<file path="config.mk">
export PLATFORM = sky130hd
export DESIGN_NAME = mem_stage
export DESIGN_NICKNAME = d
export VERILOG_FILES = /design/src/rtl/mips_pkg.sv /design/src/rtl/mem_wb_reg.sv /design/src/rtl/mem_stage.sv
export SDC_FILE = /design/constraint.sdc
export NUM_CORES = 1
export LEC_CHECK = 0
export ABC_CLOCK_PERIOD_IN_PS = 2100
export BUFFER_PORTS_ARGS = -buffer_cell sky130_fd_sc_hd__buf_2
export CORE_MARGIN = 2
export CORE_UTILIZATION = 50
export CTS_CLUSTER_DIAMETER = 120
export CTS_CLUSTER_SIZE = 10
export DETAILED_ROUTE_END_ITERATION = 16
export PLACE_DENSITY = 0.81
export SYNTH_ARGS = -nofsm -noshare
export SYNTH_HDL_FRONTEND = slang
export SYNTH_SLANG_ARGS = --single-unit
</file>
<file path="constraint.sdc">
create_clock -name clk -period 2.1 [get_ports clk]
set_input_delay 0 -clock clk [delete_from_list [all_inputs] [get_ports clk]]
set_output_delay 0 -clock clk [all_outputs]
set_load 0.005 [all_outputs]
</file>
<file path="src/rtl/mips_pkg.sv">
// Shared MIPS pipeline definitions: MEM-stage state encoding, datapath constants and
// the MEM/WB bubble control pattern.
package mips_pkg;

  localparam int DATA_W     = 32;
  localparam int REG_ADDR_W = 5;

  typedef enum logic [1:0] {
    IDLE   = 2'd0,
    ACCESS = 2'd1,
    DONE   = 2'd2
  } mem_state_t;

  typedef struct packed {
    logic memtoreg;
    logic regwrite;
  } wb_ctrl_t;

  // Control bits loaded into MEM/WB while the stage is stalled.
  localparam wb_ctrl_t MEMWB_BUBBLE = '{memtoreg: 1'b0, regwrite: 1'b0};

  function automatic logic word_misaligned(input logic [1:0] addr_lo);
    return addr_lo != 2'b00;
  endfunction

endpackage

</file>
<file path="src/rtl/mem_wb_reg.sv">
// MEM/WB pipeline register. A bubble clears the write-back controls and holds the data
// fields; otherwise a load captures the next values.
module mem_wb_reg #(
  parameter int DATA_W = mips_pkg::DATA_W
) (
  input  logic                            clk,
  input  logic                            rst,
  input  logic                            load,
  input  logic                            bubble,
  input  logic                            memtoreg_next,
  input  logic                            regwrite_next,
  input  logic [DATA_W-1:0]               readdata_next,
  input  logic [DATA_W-1:0]               result_next,
  input  logic [mips_pkg::REG_ADDR_W-1:0] r_next,
  output logic                            wb_memtoreg,
  output logic                            wb_regwrite,
  output logic [DATA_W-1:0]               wb_readdata,
  output logic [DATA_W-1:0]               wb_result,
  output logic [mips_pkg::REG_ADDR_W-1:0] wb_r
);
  import mips_pkg::*;

  always_ff @(posedge clk or negedge rst) begin
    if (!rst) begin
      wb_memtoreg <= 1'b0;
      wb_regwrite <= 1'b0;
      wb_readdata <= '0;
      wb_result   <= '0;
      wb_r        <= '0;
    end else if (bubble) begin
      wb_memtoreg <= MEMWB_BUBBLE.memtoreg;
      wb_regwrite <= MEMWB_BUBBLE.regwrite;
    end else if (load) begin
      wb_memtoreg <= memtoreg_next;
      wb_regwrite <= regwrite_next;
      wb_readdata <= readdata_next;
      wb_result   <= result_next;
      wb_r        <= r_next;
    end
  end

endmodule

</file>
<file path="src/rtl/mem_stage.sv">
// Pipeline MEM stage: issues loads/stores over a req/ack handshake, stalls upstream while
// an access is outstanding and feeds MEM/WB. Optional feature macro: MEM_ALIGN_CHECK_EN.
module mem_stage #(
  parameter int DATA_W      = mips_pkg::DATA_W,
  parameter int ADDR_W      = 32,
  parameter int ACK_TIMEOUT = 255
) (
  input  logic                            clk,
  input  logic                            rst,
  input  logic                            ex_memwrite,
  input  logic                            ex_memread,
  input  logic                            ex_memtoreg,
  input  logic                            ex_regwrite,
  input  logic [DATA_W-1:0]               ex_result,
  input  logic [DATA_W-1:0]               ex_data,
  input  logic [mips_pkg::REG_ADDR_W-1:0] ex_r,
  output logic                            dmem_req,
  output logic                            dmem_we,
  output logic [ADDR_W-1:0]               dmem_addr,
  output logic [DATA_W-1:0]               dmem_wdata,
  input  logic [DATA_W-1:0]               dmem_rdata,
  input  logic                            dmem_ack,
  output logic                            mem_stall,
  output logic                            wb_memtoreg,
  output logic                            wb_regwrite,
  output logic [DATA_W-1:0]               wb_readdata,
  output logic [DATA_W-1:0]               wb_result,
  output logic [mips_pkg::REG_ADDR_W-1:0] wb_r,
  output logic                            err_timeout
`ifdef MEM_ALIGN_CHECK_EN
  ,
  output logic                            misalign_err
`endif
);
  import mips_pkg::*;

  localparam int CNT_W = $clog2(ACK_TIMEOUT + 1);
  localparam logic [CNT_W-1:0] CNT_LAST = CNT_W'(ACK_TIMEOUT - 1);

  mem_state_t        state_reg;
  logic [CNT_W-1:0]  cnt_reg;
  logic [DATA_W-1:0] hold_reg;

  logic              memop;
  logic              misaligned;
  logic              regwrite_next;
  logic [DATA_W-1:0] readdata_next;

  assign memop = ex_memread | ex_memwrite;

`ifdef MEM_ALIGN_CHECK_EN
  assign misaligned    = memop & word_misaligned(ex_result[1:0]);
  // misalign_err is high only in the DONE cycle of the offending instruction.
  assign regwrite_next = ex_regwrite & ~misalign_err;
`else
  assign misaligned    = 1'b0;
  assign regwrite_next = ex_regwrite;
`endif

  assign readdata_next = (state_reg == DONE) ? hold_reg : '0;

  always_comb begin
    mem_stall = 1'b0;
    if (state_reg == ACCESS)
      mem_stall = 1'b1;
    else if (state_reg == IDLE && memop)
      mem_stall = 1'b1;
  end

  always_ff @(posedge clk or negedge rst) begin
    if (!rst) begin
      state_reg   <= IDLE;
      cnt_reg     <= '0;
      hold_reg    <= '0;
      dmem_req    <= 1'b0;
      dmem_we     <= 1'b0;
      dmem_addr   <= '0;
      dmem_wdata  <= '0;
      err_timeout <= 1'b0;
`ifdef MEM_ALIGN_CHECK_EN
      misalign_err <= 1'b0;
`endif
    end else begin
`ifdef MEM_ALIGN_CHECK_EN
      misalign_err <= 1'b0;
`endif
      case (state_reg)
        IDLE: begin
          if (misaligned) begin
            hold_reg  <= '0;
            state_reg <= DONE;
`ifdef MEM_ALIGN_CHECK_EN
            misalign_err <= 1'b1;
`endif
          end else if (memop) begin
            // A write takes priority when both memread and memwrite are set.
            dmem_req   <= 1'b1;
            dmem_we    <= ex_memwrite;
            dmem_addr  <= ex_result[ADDR_W-1:0];
            dmem_wdata <= ex_data;
            cnt_reg    <= '0;
            hold_reg   <= '0;
            state_reg  <= ACCESS;
          end
        end
        ACCESS: begin
          if (dmem_ack) begin
            dmem_req  <= 1'b0;
            if (!dmem_we)
              hold_reg <= dmem_rdata;
            state_reg <= DONE;
          end else if (cnt_reg == CNT_LAST) begin
            dmem_req    <= 1'b0;
            err_timeout <= 1'b1;
            hold_reg    <= '0;
            state_reg   <= DONE;
          end else begin
            cnt_reg <= cnt_reg + CNT_W'(1);
          end
        end
        DONE: begin
          state_reg <= IDLE;
        end
        default: begin
          dmem_req  <= 1'b0;
          state_reg <= IDLE;
        end
      endcase
    end
  end

  mem_wb_reg #(
    .DATA_W (DATA_W)
  ) u_mem_wb_reg (
    .clk           (clk),
    .rst           (rst),
    .load          (~mem_stall),
    .bubble        (mem_stall),
    .memtoreg_next (ex_memtoreg),
    .regwrite_next (regwrite_next),
    .readdata_next (readdata_next),
    .result_next   (ex_result),
    .r_next        (ex_r),
    .wb_memtoreg   (wb_memtoreg),
    .wb_regwrite   (wb_regwrite),
    .wb_readdata   (wb_readdata),
    .wb_result     (wb_result),
    .wb_r          (wb_r)
  );

endmodule

</file>
==> results of run 1 <==
-- through the flow --
stage               power [mW]  util, %  std cells  hold WS (ps)  setup WS, ps
CTS                       14.3     73.5       1142           107           171
global route              15.3     73.5       1142           128          19.8
finish                    14.4     73.5       1142          97.1           131
floorplan                 8.44        -        607          -296           437
global placement          10.4     61.1       1004         -13.7           284
detailed placement        10.6     61.1       1004         -12.8           194
-- per-layer routing --
| metal | part of all wire, % | track usage (%) | up-vias | wire length [µm] |
|---|---|---|---|---|
| met2 | 52 | 49.5 | 277 | 10700 |
| met3 | 5.4 | 5.81 | 80 | 1120 |
| met1 | 38 | 34.2 | 2994 | 7970 |
| met4 | 4.4 | 14.2 | 0 | 907 |
| li1 | - | - | 2748 | - |
| met5 | 0 | 0 | - | 0 |
-- critical path: cells and delay by family, from the launching register on --
family          cells  cell delay (ps)
mux                 1              380
compound gates      1              120
flops               1              490
buf+inv             1              250
simple gates        2              590
-- power breakdown --
part / total (mW) / internal (mW) / switching [mW] / leakage (nW)
clock: 3.48 / 2.14 / 1.34 / 0.314
combinational: 5.15 / 2.25 / 2.90 / 2.95
sequential: 5.78 / 4.90 / 0.885 / 2.29
-- kinds of logic after synthesis --
logic type,after synthesis
AND/OR/NAND/NOR,254
flip-flops,180
AO/OA/AOI/OAI,90
buffers and inverters,44
multiplexers,37
adder cells (fa/ha/maj),2
-- worst max path at each step --
stage	from	endpoint
after global routing	state_reg[0]	u_mem_wb_reg.wb_result[31]
after floorplan	state_reg[0]	u_mem_wb_reg.wb_result[0]
after CTS	state_reg[0]	u_mem_wb_reg.wb_result[9]
final	state_reg[0]	u_mem_wb_reg.wb_result[0]
after global placement	state_reg[0]	u_mem_wb_reg.wb_result[1]
after detailed placement	state_reg[0]	u_mem_wb_reg.wb_result[6]
-- cell usage after synthesis (2+ instances only) --
cell      instances  area share [%]
a21bo_1          32             4.6
a21o_1            2            0.21
a21oi_1           3            0.21
a22o_1           33             4.1
a31oi_1           5            0.44
a41oi_1           2            0.25
buf_1             6            0.32
buf_2            12            0.85
buf_6             6            0.96
clkbuf_1         16            0.85
dfrtp_1         180              64
ha_1              2            0.36
inv_1             4            0.21
mux2_1           37             5.9
nand2_1         199              11
nand2b_1          2            0.18
nand3_1           5            0.36
nand4_1          33             2.9
nor2_1            8            0.43
o21a_1            2            0.21
o21ai_0           5            0.36
o21ai_1           4            0.28
-- final cells by class --
class                      count  share of cell area, %
sequential                   180                   44.3
timing repair buffer         364                   24.1
multi-input combinational    383                   22.9
clock buffer                  18                   4.32
tap                          180                   2.21
clock inverter                13                   2.02
inverter                       4                  0.148
==> results_dict.tcl, run 1 <==
set metrics [dict create \
    status "finished, final reports clean" \
    dp.final_hpwl_um 11700 \
    place_area_um2 8450 \
    clk_latency_ps 430 \
    synthArstFlopShare_pct 100 \
    start_kind "flip-flop" \
    clk_pin_slew_ps 60 \
    period_minus_slack_ps 1970 \
    report.final.slew_viol_count 0 \
    dr.first_iter.drc_count 479 \
    drcViolationCount 0 \
    layout_commonest_cell "buf_2" \
    overflow 0 \
    r2r-end "u_mem_wb_reg.wb_result[0]" \
    first_global_vias 6332 \
    yosysWarnings 0 \
    detail_route.wl_per_cell_um 18.1 \
    seq_area_um2 4500 \
    clock-sinks 180 \
    drive_gt1_share_pct 30.8 \
    io_pins 247 \
    design_area_um2 10200 \
    syn-num-nets 717 \
    port_buffers 246 \
    cts_root_buf "clkbuf_16" \
    synth_xor_area_share_pct 0 \
    syn-instance-count 607 \
    path_max_fanout 28 \
    synth_compound_gate_area_share_pct 11.2 \
    grt.total_usage_pct 28.7 \
    setup_viol 0 \
    finClkSkew_ps 11.6 \
    power_density_nw_per_um2 1420 \
    critPathArrivalTime_ps 2260 \
    cts_made_buffers 17 \
    cts_tree "done" \
    postSynthAreaPerCell_um2 11.6 \
    fillerInstances 869 \
    place.gp.congestion 0.832 \
    vias 6099 \
    crit_type "flip-flop to flip-flop" \
    maxCapViolCount 0 \
    nets 1060 \
    die_w_um 123 \
    grt_max_degree 66 \
    rows 43 \
    synth_ff_type "dfrtp_1" \
    layout_common_cells "buf_2, nand2_1, dfrtp_1" \
    max_freq_mhz 508 \
    ctsHoldBuffers 107 \
    postRouteAntennaNets 0 \
    finalCritPeriodShare_pct 93.8 \
    fp.dieH_um 123 \
    synthAdderAreaFrac_pct 0.355 \
    hold_violations 0 \
    regToRegSetupSlack_ps 130 \
    detail_route.vias_per_cell 5.34 \
    rsz0062_at_grt "no" \
    required_ps 2390 \
    worstMarginPinSlew_ps 1160 \
    cts.path.max_buffers 2 \
    cp_cell_sequence "nor2_1 > o21ai_4 > nand2b_2 > buf_12 > mux2_1" \
    synth_edf_count 0 \
    area_delta_synth_final_pct 44.5 \
    antenna_found_initial 0 \
    multi_input_area_um2 2330 \
    min_path_type "input port to async pin" \
    synth-seq-cells 180 \
    ctsHtreeMaxLevel 4 \
    relSlewSlack_pct 22.6 \
    peakVddDrop_uv 981 \
    synth.mux.area_fraction_pct 5.92 \
    worstRegToRegCells 5 \
    core_area_um2 13800 \
    synth_area_um2 7040 \
    wirelength_um 20700 \
    timing.rr.start "state_reg[0]" \
    synth_cell_types 31 \
    critical_path.slowest_cell "dfrtp_1" \
    synth_top_family_by_area "simple AND/OR/NAND/NOR gates" \
    seq_area_frac_synth_pct 64.0 \
    post_cts_buffers 0 \
    n_antenna_cell 0 \
    max_stage_delay_ps 490 \
    grt_pass1_wl_um 32700 \
    initial_utilization_pct 50.9 \
    synth_simple_gate_area_share_pct 15.3 \
    dieArea_um2 15000 \
    cts_resized 0 \
    critPathCaptureType "flip-flop" \
    leakagePower_nw 5.56 \
    tns_ps 0 \
    drt-pass1-iter-count 5 \
]
Power figures use the tool's default switching activity.
==> inputs of run 2 (changes only) <==
- ABC_AREA: unset -> 1
- CORE_UTILIZATION: 50 -> 45
- PLACE_DENSITY: 0.81 -> 0.73
==> run 2 against run 1 <==
Compared with the run above: routed wire length decreased by 0.36%; largest cell class unchanged; highest routed layer unchanged; worst setup slack improved by 250 ps; critical endpoint is now mem_stall; fmax is 15% higher; non-clock buffer count rose by 8.
==> results_dict.tcl, run 2 <==
set metrics [dict create \
    required_ps 2100 \
    postSynthAreaPerCell_um2 9.64 \
    use_met1_pct 30.9 \
    finalCritPeriodShare_pct 81.8 \
    fillerInstances 1298 \
    ctsHtreeMaxLevel 4 \
    synth_edf_count 0 \
    layout_common_cells "nand2_1, buf_2, dfrtp_1" \
    start_kind "flip-flop" \
    power_density_nw_per_um2 1320 \
    min_path_type "input port to flip-flop" \
    met3_usage_pct 6.81 \
    grt_max_degree 81 \
    tns_ps 0 \
    syn-instance-count 782 \
    grt_pass1_wl_um 33900 \
    yosysWarnings 0 \
    detail_route.vias_per_cell 4.88 \
    nets 1234 \
    peakVddDrop_uv 728 \
    cts_made_buffers 17 \
    cts_root_buf "clkbuf_16" \
    maxCapViolCount 0 \
    worstMarginPinSlew_ps 489 \
    place.gp.congestion 0.815 \
    timing.rr.start "cnt_reg[0]" \
    drcViolationCount 0 \
    finClkSkew_ps 10.2 \
    period_minus_slack_ps 1720 \
    multi_input_area_um2 2560 \
    layout.cells.non_filler 1358 \
    synth_ff_type "dfrtp_1" \
    critPathArrivalTime_ps 1720 \
    busiest_layer "met2" \
    dp_cells 1220 \
    relSlewSlack_pct 67.4 \
    crit_type "flip-flop to output pin" \
    setup_viol 0 \
    yosys-top-cells-area "dfrtp_1, nand2_1, mux2_4" \
    report.final.slew_viol_count 0 \
    leakagePower_nw 5.75 \
    clock-sinks 180 \
    max_freq_mhz 582 \
    dr.first_iter.drc_count 544 \
    path_max_fanout 15 \
    area_delta_synth_final_pct 40.8 \
    r2r-end "hold_reg[9]" \
    rows 47 \
    synth_top_area_cell "dfrtp_1" \
    postRouteAntennaNets 0 \
    use_met2_pct 38.7 \
    status "finished, final reports clean" \
    clk_pin_slew_ps 70 \
    seq_area_frac_synth_pct 59.8 \
    detail_route.wl_per_cell_um 15.2 \
    overflow 0 \
    fp.dieH_um 133 \
    dieArea_um2 17800 \
    antenna_found_initial 0 \
    first_global_vias 6808 \
    cts.path.max_buffers 2 \
    synth-seq-cells 180 \
    hold_violations 0 \
    core_area_um2 16500 \
    post_cts_buffers 0 \
    fin_ws_ps 383 \
    synth_top_area_share_pct 59.8 \
    cts_tree "done" \
    grt.total_usage_pct 23.7 \
    synth_cell_types 28 \
    synthTopCellsByCount "nand2_1, dfrtp_1, o21ai_0" \
    dp_slack_ps 478 \
    port_buffers 246 \
    dp.final_hpwl_um 12500 \
    critPathCaptureType "output pin" \
    synthArstFlopShare_pct 100 \
    vias 6630 \
    critPathCapture "mem_stall" \
    seq_area_um2 4500 \
    wirelength_um 20600 \
    synth_area_um2 7540 \
    rsz0062_at_grt "no" \
    layout_commonest_cell "nand2_1" \
    worstRegToRegCells 10 \
    clk_latency_ps 420 \
    regToRegSetupSlack_ps 440 \
    initial_utilization_pct 45.8 \
    die_w_um 133 \
    drt-pass1-iter-count 5 \
    crit_start "state_reg[1]" \
    drive_gt1_share_pct 29.9 \
    io_pins 247 \
    synth_most_common_cell "nand2_1" \
    syn-num-nets 892 \
]
==> run 2: changes by cell type after synthesis, sizes merged, moves of 6 or more <==
| cell | before | now |
|---|---|---|
| a21bo | 32 | 0 |
| a22o | 33 | 0 |
| clkbuf | 16 | 22 |
| inv | 4 | 48 |
| nand2 | 199 | 273 |
| nand3 | 5 | 43 |
| nor2 | 8 | 43 |
| o21ai | 10 | 72 |
==> run 2: cell type report <==
class,instances,area share [%]
diodes,1,0.0236
clock buffers,20,4.21
clock inverters,12,1.45
inverters,48,1.70
multi-input cells,505,24.2
flip-flops and latches,180,42.4
well taps,220,2.59
repair buffers,372,23.4
==> run 2: worst min path at each step <==
stage / from / to / slack [ps] / cells past startpoint
detailed placement: rst / dmem_addr[25] / -20 / 1
global placement: rst / dmem_addr[28] / -20 / 1
finish: dmem_ack / state_reg[1] / 30 / 3
floorplan: rst / cnt_reg[0] / -300 / 0
CTS: dmem_ack / state_reg[1] / 7 / 3
global route: dmem_ack / state_reg[1] / 40 / 3
==> run 2: through the flow <==
| stage | util [%] | area (µm²) | total power [mW] | hold slack [ps] |
|---|---|---|---|---|
| after floorplan | - | 7540 | 8.57 | -296 |
| after global placement | 54.4 | 8960 | 10.4 | -23.9 |
| after detailed placement | 54.4 | 8960 | 10.6 | -16.8 |
| after CTS | 64.4 | 10600 | 14.0 | 6.97 |
| after global routing | 64.4 | 10600 | 15.0 | 43.6 |
| final | 64.4 | 10600 | 14.0 | 26.3 |
==> run 2: report_power, final <==
part           total (mW)  switching, mW  internal [mW]  leakage [nW]
Combinational        5.16           2.89           2.27          3.16
Clock                3.23           1.33           1.90         0.286
Sequential           5.62          0.800           4.82          2.30
Total                14.0           5.02           9.00          5.75
==> run 2: what timing repair did <==
item / 4_1_cts / 5_1_grt
gates resized for setup: 0 / 0
setup endpoints to repair: 0 / 0
hold buffers: 105 / 0
endpoints found under the hold margin: 239 / 0
==> run 2: worst max-delay path, stage by stage, from the launching register on <==
cell	delay (ps)
dfrtp_1	450
nor2_4	160
nand2_4	80
nand2_4	180
buf_4	270
buf_2	150
==> run 2: logic make-up after synthesis <==
kind of cell | after synthesis | synth area share [%]
buffers and inverters | 97 | 6.33
and+or+nand+nor | 393 | 21.9
AOI/OAI and AO/OA | 77 | 5.23
muxes | 32 | 6.28
DFF | 180 | 59.8
xor gates and xnor gates | 1 | 0.116
adders and majority gates | 2 | 0.332
==> run 2: per-layer routing <==
metal | routed length [µm] | up-vias
met3 | 1550 | 31
met2 | 10000 | 271
met4 | 349 | 0
met1 | 8730 | 3134
met5 | 0 | -
li1 | - | 3194
==> inputs of run 3 (changes only) <==
- ABC_CLOCK_PERIOD_IN_PS: 2100 -> 1700
- clock period: 2.1 -> 1.7 ns (I/O delays scaled with it)
==> run 3 against run 2 <==
Compared with the run above: critical path depth is 1 lower; hold slack better by 7.1 ps; clock-buffer cell count shrank 3; non-clock buffer count is 4 higher; core utilization increased by 0.90 points; largest cell class unchanged; largest power group unchanged.
==> results_dict.tcl, run 3 (same netlist as run 2, synthesis figures left out) <==
set metrics [dict create \
    status "finished, final reports clean" \
    dr.first_iter.drc_count 507 \
    rsz0062_at_grt "no" \
    postRouteAntennaNets 0 \
    layout_common_cells "nand2_1, buf_2, dfrtp_1" \
    p_total_mw 17.8 \
    antenna_found_initial 1 \
    cts_root_buf "clkbuf_16" \
    layout.cells.non_filler 1362 \
    critPathArrivalTime_ps 1550 \
    area_delta_synth_final_pct 42.8 \
    power_density_nw_per_um2 1660 \
    place.gp.congestion 0.798 \
    port_buffers 246 \
    grt.total_usage_pct 23.5 \
    post_cts_buffers 0 \
    initial_utilization_pct 45.8 \
    peakVddDrop_uv 813 \
    ctsHtreeMaxLevel 4 \
    dp_cells 1225 \
    overflow 0 \
    period_minus_slack_ps 1550 \
    clk_pin_slew_ps 70 \
    clock-sinks 180 \
    layout_commonest_cell "nand2_1" \
    cts.path.max_buffers 2 \
    start_kind "flip-flop" \
    cts_tree "done" \
    cts_made_buffers 17 \
    drive_gt1_share_pct 30.4 \
    max_freq_mhz 644 \
    drcViolationCount 0 \
    path_max_fanout 33 \
    relSlewSlack_pct 70.8 \
    drt-pass1-iter-count 5 \
    setup_viol 0 \
    nets 1238 \
    min_path_type "input port to async pin" \
    dp.final_hpwl_um 12600 \
    dieArea_um2 17800 \
    tns_ps 0 \
    fillerInstances 1274 \
    die_w_um 133 \
    required_ps 1700 \
    crit_type "flip-flop to output pin" \
    leakagePower_nw 5.81 \
    maxCapViolCount 0 \
    clk_latency_ps 430 \
    detail_route.vias_per_cell 4.94 \
    report.final.slew_viol_count 0 \
    finClkSkew_ps 9.04 \
    grt_pass1_wl_um 33600 \
    io_pins 247 \
    grt_max_degree 89 \
    place_area_um2 9030 \
    vias 6733 \
    fp.dieH_um 133 \
    rows 47 \
    finalCritPeriodShare_pct 91.4 \
    detail_route.wl_per_cell_um 14.9 \
    first_global_vias 6871 \
    hold_violations 0 \
    worstMarginPinSlew_ps 438 \
    wirelength_um 20300 \
    critPathCaptureType "output pin" \
    design_area_um2 10800 \
    core_area_um2 16500 \
]
## run 3: worst paths after layout
check / from / endpoint / slack [ps] / cells past startpoint
worst max-delay path: state_reg[1] / mem_stall / 150 / 4
worst min-delay path: rst / u_mem_wb_reg.wb_result[24] / 30 / 2
worst max register to register: state_reg[1] / cnt_reg[0] / 160 / 7
worst min register to register: u_mem_wb_reg.wb_readdata[15] / u_mem_wb_reg.wb_readdata[15] / 470 / 2
max in group asynchronous: rst / u_mem_wb_reg.wb_readdata[6] / 960 / 3
min in group clk: dmem_ack / state_reg[1] / 30 / 3
## run 3: cell type report
type	count	area [µm²]	area share [%]
timing repair buffer	376	2550	23.7
inverter	48	180	1.67
multi-input combinational	505	2580	24.0
clock buffer	17	425	3.95
sequential	180	4510	41.9
clock inverter	15	240	2.23
tap	220	275	2.56
antenna	1	2.50	0.0233
## run 3: timing repair
action / in CTS / in global routing
hold endpoints to repair: 316 / 0
pin swaps: 0 / 1
endpoints found under the setup margin: 1 / 7
hold buffers: 105 / 0
gates cloned: 0 / 0
resized for setup: 2 / 2
## run 3: critical path, stage by stage (launching register included)
cell and delay, ps:
dfrtp_2 460, nor2_4 150, nand2_4 100, nand2_8 230
buf_2 170
## run 3: routing by layer
metal,track usage [%],vias to the layer above,share of wire [%]
met3,6.16,47,7.6
li1,-,3195,-
met4,10.0,0,2.8
met1,30.0,3198,42
met5,0,-,0
met2,38.1,293,47
## run 3: report_power, final
group | internal, mW | leakage [nW] | switching [mW]
Combinational | 2.92 | 3.20 | 3.57
Clock | 2.66 | 0.319 | 1.76
Sequential | 5.96 | 2.30 | 0.984
Total | 11.5 | 5.81 | 6.31
## run 3: per-stage QoR
stage	hold slack [ps]	utilization [%]	worst slack [ps]
floorplan	-296	-	294
global placement	-73.5	54.9	196
detailed placement	-73.4	54.9	147
CTS	22.7	65.4	8.87
global route	59.4	65.3	7.82
finish	33.4	65.3	146
